**src/rtl/video_sync_conditioner.sv**
```systemverilog
// Purpose : conditions VGA timing (RGB, hsync, vsync, display enable) for the HDMI encoder.
// Latency : RGB/hsync PIX_DELAY clocks, de BLNK_SETTLE+1 clocks, vsync follows the delayed hsync edge.
// Backpressure: none, this is a free-running pixel stream.
//
// Ports (all synchronous to clk_pixel, rising edge):
//   clk_pixel              pixel clock
//   breset                 asynchronous, active-high reset
//   r_in/g_in/b_in         pixel colour, COLOR_W bits each
//   hsync_n_in/vsync_n_in  active-low syncs
//   de_in                  display enable, may glitch
//   r_out/g_out/b_out      colour delayed by PIX_DELAY
//   hsync_n_out            hsync delayed by PIX_DELAY
//   vsync_n_out            vsync retimed to an edge of the delayed hsync
//   de_out                 deglitched display enable
//   h_period/v_lines       line length (clocks) and frame height (lines)
//   sync_locked            line and frame timing repeat frame to frame
//
// Optional feature: define SYNC_STATS_EN to build the line/frame measurement
// logic. Without it h_period, v_lines and sync_locked are constant zero.
//
// Latency convention: an input present before sampling edge 0 shows up on
// the output after edge L. The colour/hsync path holds the input register
// plus PIX_DELAY delay stages, so it changes on the same edge as de_out when
// PIX_DELAY = BLNK_SETTLE+1.

module video_sync_conditioner #(
  parameter int COLOR_W     = 6,
  parameter int BLNK_SETTLE = 18,
  parameter int PIX_DELAY   = 19,
  parameter int VS_EDGE     = 0
) (
  input  logic               clk_pixel,
  input  logic               breset,
  input  logic [COLOR_W-1:0] r_in,
  input  logic [COLOR_W-1:0] g_in,
  input  logic [COLOR_W-1:0] b_in,
  input  logic               hsync_n_in,
  input  logic               vsync_n_in,
  input  logic               de_in,
  output logic [COLOR_W-1:0] r_out,
  output logic [COLOR_W-1:0] g_out,
  output logic [COLOR_W-1:0] b_out,
  output logic               hsync_n_out,
  output logic               vsync_n_out,
  output logic               de_out,
  output logic [15:0]        h_period,
  output logic [11:0]        v_lines,
  output logic               sync_locked
);

  localparam int CNT_W = $clog2(BLNK_SETTLE + 1);
  localparam logic [CNT_W-1:0] CNT_LOAD = CNT_W'(BLNK_SETTLE);
  localparam logic [CNT_W-1:0] CNT_ONE  = CNT_W'(1);

  // ---------------------------------------------------------------------
  // Colour / hsync / vsync delay lines. Index 0 is the input register.
  // vsync only needs to reach the stage feeding the final hsync stage,
  // since vsync_n_out itself acts as its last stage.
  // ---------------------------------------------------------------------
  logic [COLOR_W-1:0] r_pipe  [0:PIX_DELAY];
  logic [COLOR_W-1:0] g_pipe  [0:PIX_DELAY];
  logic [COLOR_W-1:0] b_pipe  [0:PIX_DELAY];
  logic               hs_pipe [0:PIX_DELAY];
  logic               vs_pipe [0:PIX_DELAY-1];

  always_ff @(posedge clk_pixel or posedge breset) begin
    if (breset) begin
      for (int i = 0; i <= PIX_DELAY; i++) begin
        r_pipe[i]  <= '0;
        g_pipe[i]  <= '0;
        b_pipe[i]  <= '0;
        hs_pipe[i] <= 1'b1;
      end
      for (int i = 0; i < PIX_DELAY; i++) begin
        vs_pipe[i] <= 1'b1;
      end
    end else begin
      r_pipe[0]  <= r_in;
      g_pipe[0]  <= g_in;
      b_pipe[0]  <= b_in;
      hs_pipe[0] <= hsync_n_in;
      vs_pipe[0] <= vsync_n_in;
      for (int i = 1; i <= PIX_DELAY; i++) begin
        r_pipe[i]  <= r_pipe[i-1];
        g_pipe[i]  <= g_pipe[i-1];
        b_pipe[i]  <= b_pipe[i-1];
        hs_pipe[i] <= hs_pipe[i-1];
      end
      for (int i = 1; i < PIX_DELAY; i++) begin
        vs_pipe[i] <= vs_pipe[i-1];
      end
    end
  end

  assign r_out       = r_pipe[PIX_DELAY];
  assign g_out       = g_pipe[PIX_DELAY];
  assign b_out       = b_pipe[PIX_DELAY];
  assign hsync_n_out = hs_pipe[PIX_DELAY];

  // ---------------------------------------------------------------------
  // Display-enable deglitch. Any change between de_r and de_d restarts
  // the settle count; de_out only follows once the count drains to 1.
  // A change landing on the cnt==1 cycle takes the reload branch first,
  // so the pending update is dropped.
  // ---------------------------------------------------------------------
  logic             de_r;
  logic             de_d;
  logic [CNT_W-1:0] cnt;
  logic             de_q;

  always_ff @(posedge clk_pixel or posedge breset) begin
    if (breset) begin
      de_r <= 1'b0;
      de_d <= 1'b0;
      cnt  <= '0;
      de_q <= 1'b0;
    end else begin
      de_r <= de_in;
      de_d <= de_r;
      if (de_r != de_d) begin
        cnt <= CNT_LOAD;
      end else if (cnt == CNT_ONE) begin
        de_q <= de_r;
        cnt  <= '0;
      end else if (cnt != '0) begin
        cnt <= cnt - CNT_ONE;
      end
    end
  end

  assign de_out = de_q;

  // ---------------------------------------------------------------------
  // vsync retime. The edge is detected one stage early (next vs current
  // value of the last hsync stage) so that vsync_n_out changes on the very
  // same clock as the hsync_n_out edge. The vsync value sampled is the one
  // travelling alongside that hsync sample.
  // ---------------------------------------------------------------------
  logic hs_edge;

  generate
    if (VS_EDGE == 0) begin : g_vs_trailing
      // active-low hsync returning high
      assign hs_edge = hs_pipe[PIX_DELAY-1] & ~hs_pipe[PIX_DELAY];
    end else begin : g_vs_leading
      // active-low hsync going low
      assign hs_edge = ~hs_pipe[PIX_DELAY-1] & hs_pipe[PIX_DELAY];
    end
  endgenerate

  logic vs_q;

  always_ff @(posedge clk_pixel or posedge breset) begin
    if (breset) begin
      vs_q <= 1'b1;
    end else if (hs_edge) begin
      vs_q <= vs_pipe[PIX_DELAY-1];
    end
  end

  assign vsync_n_out = vs_q;

`ifdef SYNC_STATS_EN
  // ---------------------------------------------------------------------
  // Line/frame measurement on the registered syncs. hcnt doubles as the
  // stall detector: it only reaches all-ones after 65535 clocks with no
  // hsync falling edge, which also drops the lock flag.
  // ---------------------------------------------------------------------
  logic        hs_r_d;
  logic        vs_r_d;
  logic        hs_fall;
  logic        vs_fall;
  logic [15:0] hcnt;
  logic [15:0] h_period_q;
  logic [15:0] h_period_last;
  logic [11:0] vcnt;
  logic [11:0] v_lines_q;
  logic        locked_q;

  assign hs_fall = ~hs_pipe[0] & hs_r_d;
  assign vs_fall = ~vs_pipe[0] & vs_r_d;

  always_ff @(posedge clk_pixel or posedge breset) begin
    if (breset) begin
      hs_r_d        <= 1'b1;
      vs_r_d        <= 1'b1;
      hcnt          <= '0;
      h_period_q    <= '0;
      h_period_last <= '0;
      vcnt          <= '0;
      v_lines_q     <= '0;
      locked_q      <= 1'b0;
    end else begin
      hs_r_d <= hs_pipe[0];
      vs_r_d <= vs_pipe[0];

      if (hs_fall) begin
        h_period_q <= (hcnt == '1) ? hcnt : hcnt + 16'd1;
        hcnt       <= '0;
      end else if (hcnt != '1) begin
        hcnt <= hcnt + 16'd1;
      end

      if (vs_fall) begin
        v_lines_q     <= vcnt;
        h_period_last <= h_period_q;
        locked_q      <= (h_period_q == h_period_last) && (vcnt == v_lines_q) &&
                         (h_period_q != '0) && (vcnt != '0);
        // a line starting on the frame edge belongs to the new frame
        vcnt          <= hs_fall ? 12'd1 : 12'd0;
      end else if (hs_fall && (vcnt != '1)) begin
        vcnt <= vcnt + 12'd1;
      end

      if (hcnt == '1) begin
        locked_q <= 1'b0;
      end
    end
  end

  assign h_period    = h_period_q;
  assign v_lines     = v_lines_q;
  assign sync_locked = locked_q;
`else
  assign h_period    = '0;
  assign v_lines     = '0;
  assign sync_locked = 1'b0;
`endif

endmodule
```
**config.mk**
```make
export PLATFORM = sky130hd
export DESIGN_NAME = video_sync_conditioner
export DESIGN_NICKNAME = d
export VERILOG_FILES = /design/src/rtl/video_sync_conditioner.sv
export SDC_FILE = /design/constraint.sdc
export NUM_CORES = 1
export LEC_CHECK = 0
export ABC_AREA = 1
export CAP_MARGIN = 10
export CORE_ASPECT_RATIO = 1.4
export CORE_MARGIN = 5
export CORE_UTILIZATION = 35
export CTS_CLUSTER_DIAMETER = 80
export DETAILED_ROUTE_END_ITERATION = 10
export HOLD_SLACK_MARGIN = 0.03
export PLACE_DENSITY = 0.59
export SYNTH_ARGS = -nofsm -noshare
export SYNTH_HDL_FRONTEND = slang
export SYNTH_SLANG_ARGS = --single-unit
```
**constraint.sdc**
```tcl
create_clock -name clk_pixel -period 37.4 [get_ports clk_pixel]
set_clock_uncertainty 0.15 [all_clocks]
set_input_delay 3.74 -clock clk_pixel [delete_from_list [all_inputs] [get_ports clk_pixel]]
set_output_delay 3.74 -clock clk_pixel [all_outputs]
set_load 0.05 [all_outputs]
```
# Yosys cells after proc, flatten, opt, wreduce, memory -nomap -nowiden

Cells that the tools add are included.

$add $sub $neg: 1
Equal/unequal tests: 2
Multiplexer cells: 3
Bitwise logic cells: 3
Reductions and logical operators: 3

Operators by type and width:

| cell                                                 | count |
|---|---|
| 2-to-1 mux 5 bit                                     | 3 |
| equality test 5 x 1 -> 1 bit (second input constant) | 1 |
| nonzero test 5 bit                                   | 1 |
| subtractor 5 x 1 -> 5 bit (second input constant)    | 1 |
| nonzero test 3 bit                                   | 1 |
| NOT 1 bit                                            | 2 |
| AND reduction 2 bit                                  | 1 |
| bitwise AND 1 bit                                    | 1 |
| != test 1 bit                                        | 1 |

Register bits after elaboration: 408
Input bits: 23
Output and inout port bits: 50
Logic and storage cells: 116

# Logic depth before layout (Yosys ltp)

Gate-level depths: netlist (run 1).

Depth in word-level cells: 4
Depth in mapped cells: 9
Gate-level depth less buffers: 9

# Worst setup path before layout (run 1)

No wires, ideal clock.

Kind: register to output
Start: reg vs_q (netlist: vsync_n_out)
End: out vsync_n_out
Arrival time: 0.664 ns
Data required time: 33.510 ns
Setup slack: 32.846 ns
Stages on the path, launching flop included: 1
Buffers on the path: 0
Path through: dfstp_2

RTL lines:

| element                  | RTL line | text |
|---|---|---|
| start: declaration       | 151      | `logic vs_q;` |
| start signal: assignment | 157      | `vs_q <= vs_pipe[PIX_DELAY-1];` |
| end: declaration         | 44       | `output logic vsync_n_out,` |

No word-level cell between the ends.

# Final worst setup path (run 1)

Start: reg vs_q (netlist: vsync_n_out)
End: out vsync_n_out

No word-level cell between the ends.

==> summary.txt, run 1 <==
Rel. slew slack - 29.57%
Final core occ - 41.80%
CP endpoint - vsync_n_out
Critical-path cell list - clkdlybuf4s50_1
Flop-to-flop setup slack - 35890 ps
Hold_buf cts - 0
Worst path depth - 1
Least-Margin Pin Slew - 1057 ps
Multi-input logic area - 291.5 µm²
Peak VDD IR - 0.00003699 V
Worst min path class - register to register
Max stage delay on crit path - 790 ps
P per Cell Area - 68.95 nW/µm²
Core footprint - 30710 µm²
DR vias/cell - 3.766
Total congestion overflow - 0
Most frequent cells in the layout - dfrtp_1, clkdlybuf4s50_1, dfstp_2
CTS buffer count - 39
Routability cong. - 0.6487
Residual DRC - 0
Slowest-stage cell, CP - clkdlybuf4s50_1
CP top delay family - buffers and inverters
Clk slew on worst S/H paths - 60 ps
Sequential fraction of the synthesis area - 94.68%
Core Rows - 76
Initial DRC count - 152
Number of global-route vias before repair - 4115
Resize count post-CTS - 0
MaxCap Viol Count - 0
Layout fillers - 2684
Number of port buffers - 43
Post-synthesis register bit count - 408
CTS max path bufs - 3
Setup TNS - 0 ps
First-pass GRT wire length - 19770 µm
Share of cells above drive strength 1 - 18.56%
CP bufs+invs - 1
Status - completed
Clock Sinks - 408
Die area - 34630 µm²
Reg area - 10260 µm²
Crit start category - register
CP Launch Point - vsync_n_out
Most common cell after layout, fill and taps aside - dfrtp_1
RR Endpoint - cnt[0]
Initial Utilization - 35.28%
FF-to-FF Start - cnt[1]
Die Width - 158.7 µm
Final period util - 15.27%
Post-CTS Setup Bufs - 0
Maximum clock rate - 175.1 MHz
Vias - 3721
Synth warn - 0
Pins Over Slew Limit - 0
FF-to-FF path depth - 9
Crit path DAT - 1820 ps
Final hold slack - 184.7 ps
Largest net degree at the start of global routing - 167
Gate Count Post-Synth - 500
Post-DP HPWL - 5421 µm
Worst-path fanout max - 2
Design Power - 0.8851 mW
GRT Util Overall - 6.742%
Root buffer selected by CTS - clkbuf_16
Pre-Repair DR Iteration Count - 5
Unrepaired setup endpoints after global routing - false
Critical path class - register to primary output
Distinct cells, synth - 17
Drt wl/cell - 11.26 µm
Min Clock Period, post-route - 5710 ps
I/O pins - 73
CTS tree - done
WP data required - 33510 ps
H-tree Lvls - 2
NumNets Final - 593
Hold Path Stages - 0
Leakage power - 5.764 nW
Area Overhead vs Synth - 18.46%
Initial antenna violation count - 0
Syn Area/Cell - 21.67 µm²
Final wirelength - 11120 µm
Post-synthesis cell area - 10840 µm²
Clk_lat worst skew - 510 ps
Ant. Diodes - 0
Worst Setup End Kind - primary output
Antenna-violating nets left - 0
Setup violators final - 0
Die H - 218.2 µm
Final hold violation count - 0
==> report_power, final <==
group | internal, mW | switching (mW) | total (mW) | leakage [nW]
clock | 0.231 | 0.152 | 0.383 | 0.644
sequential | 0.466 | 0.00631 | 0.473 | 4.71
combinational | 0.00627 | 0.0234 | 0.0296 | 0.407
==> flip-flops by register name (all words and copies together) (netlist names), 5 cells and up <==
register and flops:
vs_pipe 19, b_out 6, r_out 6, hs_pipe 19
g_out 6, r_pipe 114, g_pipe 114, cnt 5
b_pipe 114
==> through the flow <==
step	area, µm²	instances	setup WS, ps
after floorplan	10940	528	22230
after global placement	11540	917	31150
after detailed placement	11540	917	31000
after CTS	12840	988	31540
after global routing	12840	988	31260
final	12840	988	31690
==> layer usage <==
layer | global-route usage [%] | up-vias | wire length (µm)
met3 | 2.396 | 39 | 764
met2 | 10.73 | 103 | 5667
met1 | 8.120 | 1970 | 4260
met5 | 0 | - | 0
li1 | - | 1609 | -
met4 | 3.501 | 0 | 432
==> cells by family (layout without fill, tap and decap cells) <==
group | after synthesis | count (layout) | share of synthesized area, %
compound gates | 7 | 7 | 0.3348
flops | 408 | 408 | 94.68
buf+inv | 57 | 127 | 3.602
simple gates | 25 | 25 | 1.120
other cells | 1 | 29 | 0.03460
fa+ha+maj | 2 | 2 | 0.2309
==> cells in the mapped netlist <==
cell | n | area [µm²]
dfrtp_1 | 368 | 9209
nand2_2 | 2 | 12.51
a31oi_1 | 1 | 6.260
nand3_1 | 3 | 15.01
or2_0 | 2 | 12.51
buf_4 | 47 | 352.8
dfstp_2 | 40 | 1051
nand2_1 | 12 | 45.04
inv_1 | 10 | 37.54
conb_1 | 1 | 3.750
o21ai_0 | 3 | 15.01
ha_1 | 2 | 25.02
nand4_1 | 1 | 6.260
nor2_1 | 2 | 7.510
nor2_2 | 2 | 12.51
nand3_2 | 1 | 10.01
a21oi_1 | 3 | 15.01
==> worst min path at each step <==
stage                startpoint           to  slack (ps)
floorplan             b_pipe[6]     b_out[0]         180
global placement     r_pipe[53]   r_pipe[47]         180
global route         r_pipe[43]   r_pipe[37]         200
finish               r_pipe[43]   r_pipe[37]         180
detailed placement  b_pipe[109]  b_pipe[103]         180
CTS                  r_pipe[43]   r_pipe[37]         180
==> area by class of cell <==
cell class              count  area share (%)
well taps                 390           3.801
clock buffers              56           8.723
repair buffers             46           3.528
flip-flops and latches    408           79.92
clock inverters            15           1.404
inverters                  10          0.3509
multi-input cells          63           2.271
No activity file was read; power rests on OpenSTA's default activity.
==> run 2: changes to the inputs <==
==> constraint.sdc (replaced) <==
create_clock -name clk_pixel -period 6 [get_ports clk_pixel]
set_clock_uncertainty 0.15 [all_clocks]
set_input_delay 0.6 -clock clk_pixel [delete_from_list [all_inputs] [get_ports clk_pixel]]
set_output_delay 0.6 -clock clk_pixel [all_outputs]
set_load 0.05 [all_outputs]
==> run 2 against run 1 <==
  * Cell count grew 0.10%
  * Die area is the same
  * Routed wire length shrank 4.3%
  * Register-to-register slack lost 31000 ps
  * Sequential power grew to 6.2 times the previous value
  * Global-route usage shrank 0.22 points
  * Non-clock buffer count grew 2
  * Worst setup slack lost 28000 ps
  * Sequential cell count is the same
  * Critical path depth is the same
  * Hold slack lost 8.6 ps
  * Via count shrank 0.11%
  * Highest routed layer unchanged
==> summary.txt, run 2 (same netlist as run 1, synthesis figures left out) <==
Critical-path cell list - clkdlybuf4s50_1
Layout fillers - 2677
Flop-to-flop setup slack - 4460 ps
Worst-path fanout max - 2
Critical path class - register to primary output
Resize count post-CTS - 0
Die H - 218.2 µm
Final hold violation count - 0
Area Overhead vs Synth - 18.21%
Most common cell after layout, fill and taps aside - dfrtp_1
Routability cong. - 0.6446
Max layer used - met4
Unrepaired setup endpoints after global routing - false
Worst Setup End Kind - primary output
Most frequent cells in the layout - dfrtp_1, clkdlybuf4s50_1, dfstp_2
First-pass GRT wire length - 19220 µm
Rel. slew slack - 40.86%
Number of global-route vias before repair - 3983
Status - completed
Core Rows - 76
Final wirelength - 10640 µm
Residual DRC - 0
NumNets Final - 595
MaxCap Viol Count - 0
Maximum clock rate - 389.5 MHz
Initial DRC count - 142
DR vias/cell - 3.758
Setup WS post-layout - 3433 ps
P per Cell Area - 426.0 nW/µm²
Met1 wire length - 4316 µm
Clock Sinks - 408
Peak VDD IR - 0.0002555 V
Placed cell areas - 11560 µm²
Clk_lat worst skew - 520 ps
Clk slew on worst S/H paths - 60 ps
Die area - 34630 µm²
Top flop regs - b_pipe x114, g_pipe x114, r_pipe x114
I/O pins - 73
Min Clock Period, post-route - 2567 ps
Core footprint - 30710 µm²
Slowest-stage cell, CP - clkdlybuf4s50_1
Setup violators final - 0
Met2 routed WL - 5233 µm
Total congestion overflow - 0
Crit start category - register
FF-to-FF path depth - 5
Drt wl/cell - 10.76 µm
Ant. Diodes - 0
Worst min path class - register to register
H-tree Lvls - 2
Initial antenna violation count - 0
CP top delay family - buffers and inverters
RR Endpoint - cnt[1]
Post-DP HPWL - 5261 µm
Crit path DAT - 1820 ps
Final period util - 42.79%
Worst min-delay path startpoint - r_pipe[68]
Least-Margin Pin Slew - 887.1 ps
Share of cells above drive strength 1 - 18.20%
Pre-Repair DR Iteration Count - 4
Met3 WL - 700 µm
Root buffer selected by CTS - clkbuf_16
CTS buffer count - 39
WP data required - 5250 ps
Hold Path Stages - 0
Design Area, Final - 12810 µm²
CTS tree - done
CP bufs+invs - 1
Hold_buf cts - 0
FF-to-FF Start - cnt[0]
DP Worst Slack - 3327 ps
Post-CTS Setup Bufs - 0
CTS max path bufs - 3
Vias - 3717
Largest net degree at the start of global routing - 182
Number of port buffers - 43
Initial Utilization - 35.28%
Die Width - 158.7 µm
Pins Over Slew Limit - 0
Hold endpoint - r_pipe[62]
Leakage power - 5.741 nW
GRT Util Overall - 6.521%
Max stage delay on crit path - 790 ps
Antenna-violating nets left - 0
==> run 2: worst max-delay path by stage <==
stage / start / to / slack, ps / cells after the start
3_5_place_dp: breset / g_out[5] / 3330 / 4
3_3_place_gp: breset / g_out[5] / 3410 / 4
4_1_cts: hsync_n_out / hsync_n_out / 3400 / 1
6_report: vsync_n_out / vsync_n_out / 3430 / 1
2_1_floorplan: breset / b_out[0] / -220 / 1
5_1_grt: vsync_n_out / vsync_n_out / 3370 / 1
==> run 2: through the flow <==
stage / TNS, ps / hold slack, ps / utilization (%) / instances / total power [mW]
2_1_floorplan: -79120 / 181.2 / - / 528 / 3.145
5_1_grt: 0 / 177.5 / 41.71 / 989 / 5.709
6_report: 0 / 176.2 / 41.71 / 989 / 5.457
3_3_place_gp: 0 / 181.0 / 37.64 / 919 / 3.164
4_1_cts: 0 / 168.8 / 41.71 / 989 / 5.558
3_5_place_dp: 0 / 184.7 / 37.64 / 919 / 3.186
==> run 2: per-layer routing <==
layer  vias to the layer above  global-route usage, %
met3                        31                  2.301
met1                      1971                  8.236
met4                         0                  3.673
li1                       1609                      -
met5                         -                      0
met2                       106                  9.831
==> run 2: layout make-up <==
class	count	area [µm²]	share of cell area, %
clock buffer	54	1062	8.293
clock inverter	16	186.4	1.455
inverter	10	41.29	0.3223
multi-input combinational	63	291.5	2.276
sequential	408	10260	80.09
tap	390	488.0	3.809
timing repair buffer	48	480.5	3.751
==> run 2: power breakdown <==
group | internal, mW | switching [mW] | total, mW | leakage (nW)
combinational | 0.0404 | 0.146 | 0.186 | 0.415
sequential | 2.91 | 0.0384 | 2.94 | 4.71
clock | 1.38 | 0.948 | 2.33 | 0.614
total | 4.33 | 1.13 | 5.46 | 5.74
==> run 3: changes to the inputs <==
==> constraint.sdc (replaced) <==
create_clock -name clk_pixel -period 2.6 [get_ports clk_pixel]
set_clock_uncertainty 0.15 [all_clocks]
set_input_delay 0.26 -clock clk_pixel [delete_from_list [all_inputs] [get_ports clk_pixel]]
set_output_delay 0.26 -clock clk_pixel [all_outputs]
set_load 0.05 [all_outputs]
==> run 3 against run 2 <==
  * Clock power up 130%
  * Cell count up 2.4%
  * Utilization up 1.1 points
  * Worst setup slack worse by 3100 ps
  * Global-route usage about the same
  * Clock-buffer cell count up 7
  * Hold slack better by 8.4 ps
  * Register-to-register slack worse by 3400 ps
  * Routed wire length down 0.26%
  * Die area unchanged
  * Combinational power rose to 2.5 times the previous value
  * Critical endpoint is now hsync_n_out
  * Largest cell class unchanged
  * Largest power group unchanged
  * Highest routed layer unchanged
==> summary.txt, run 3 (same netlist as run 1, synthesis figures left out) <==
Leakage power - 5.881 nW
CTS buffer count - 39
Unrepaired setup endpoints after global routing - false
Worst-path fanout max - 2
Critical-path cell list - clkdlybuf4s50_1
GRT Util Overall - 6.480%
Worst Setup End Kind - primary output
Final wirelength - 10610 µm
Die Width - 158.7 µm
Layout fillers - 2635
Crit start category - register
Final hold violation count - 0
Number of global-route vias before repair - 4196
Top flop regs - b_pipe x114, g_pipe x114, r_pipe x114
Drt wl/cell - 10.48 µm
Number of port buffers - 43
Slowest-stage cell, CP - clkdlybuf4s50_1
Rel. slew slack - 65.84%
Post-DP HPWL - 5666 µm
H-tree Lvls - 2
Worst min path class - register to register
Total congestion overflow - 0
Root buffer selected by CTS - clkbuf_16
Multi-input logic area - 291.5 µm²
Routability cong. - 0.6474
Largest net degree at the start of global routing - 90
Initial Utilization - 35.28%
Min Clock Period, post-route - 2244 ps
Antenna-violating nets left - 0
Max stage delay on crit path - 790 ps
Clk_lat worst skew - 530 ps
Most common cell after layout, fill and taps aside - dfrtp_1
Die H - 218.2 µm
CTS tree - done
Initial antenna violation count - 0
MaxCap Viol Count - 0
DR vias/cell - 3.773
Setup violators final - 0
P per Cell Area - 968.8 nW/µm²
Crit path DAT - 1830 ps
Worst path depth - 1
Residual DRC - 0
Vias - 3822
Least-Margin Pin Slew - 510.9 ps
Critical path class - register to primary output
Most frequent cells in the layout - dfrtp_1, clkdlybuf4s50_1, dfstp_2
Placed cell areas - 11640 µm²
Peak VDD IR - 0.0009839 V
Status - completed
Hold Path Stages - 0
Reg area - 10260 µm²
Pre-Repair DR Iteration Count - 4
Initial DRC count - 121
Design Area, Final - 13140 µm²
Post-CTS Setup Bufs - 0
WP data required - 2190 ps
CP bufs+invs - 1
Final period util - 86.31%
CP top delay family - buffers and inverters
Core footprint - 30710 µm²
Ant. Diodes - 0
Maximum clock rate - 445.6 MHz
Final hold slack - 184.6 ps
Clock Sinks - 408
Area Overhead vs Synth - 21.26%
FF-to-FF path depth - 5
Pins Over Slew Limit - 0
First-pass GRT wire length - 19220 µm
CTS max path bufs - 3
Die area - 34630 µm²
Share of cells above drive strength 1 - 17.66%
Clk slew on worst S/H paths - 60 ps
Core Rows - 76
I/O pins - 73
NumNets Final - 619
-- run 3: worst reg2reg max path: stages (launching register included) --
cell     delay, ps
dfrtp_1        420
inv_1          120
ha_1           250
nand3_2        160
o21ai_0        240
nand2_1         80
-- run 3: worst paths after layout --
| check | start | end | slack, ps |
|---|---|---|---|
| setup reg to reg | cnt[0] | cnt[1] | 1050 |
| setup / recovery | hsync_n_out | hsync_n_out | 360 |
| hold reg to reg | r_pipe[61] | r_pipe[55] | 180 |
| max in group asynchronous | breset | vsync_n_out | 920 |
| hold / removal | r_pipe[61] | r_pipe[55] | 180 |
| min in group asynchronous | breset | r_pipe[113] | 560 |
-- run 3: metal layers --
layer  global-route usage (%)  vias to the layer above  share of wire (%)
met2                    10.41                      103                 49
met1                    7.634                     2028                 39
met5                        0                        -                  0
li1                         -                     1654                  -
met4                    3.214                        0                3.8
met3                    2.528                       37                7.5
-- run 3: per-stage QoR --
| stage | instances | total power [mW] | setup TNS, ps | utilization (%) | setup slack (ps) |
|---|---|---|---|---|---|
| after global routing | 1013 | 13.30 | 0 | 42.78 | 291.3 |
| final | 1013 | 12.73 | 0 | 42.78 | 356.1 |
| after global placement | 921 | 7.318 | 0 | 37.89 | 887.5 |
| after CTS | 1013 | 12.97 | 0 | 42.78 | 316.5 |
| after detailed placement | 921 | 7.368 | 0 | 37.89 | 883.7 |
| after floorplan | 528 | 7.257 | -1276000 | - | -3275 |
-- run 3: final cells by class --
class	count	share of cell area, %
sequential	408	78.08
clock inverter	9	1.009
multi-input combinational	63	2.219
inverter	10	0.3142
tap	390	3.714
timing repair buffer	72	5.923
clock buffer	61	8.741
-- run 3: power by group --
part	switching, mW	internal (mW)
registers	0.0881	6.71
clock network	2.20	3.27
logic	0.340	0.127
-- run 3: timing repair --
item / in CTS / in global routing
hold buffers: 22 / 0
resized for setup: 0 / 0
endpoints found under the hold margin: 26 / 0
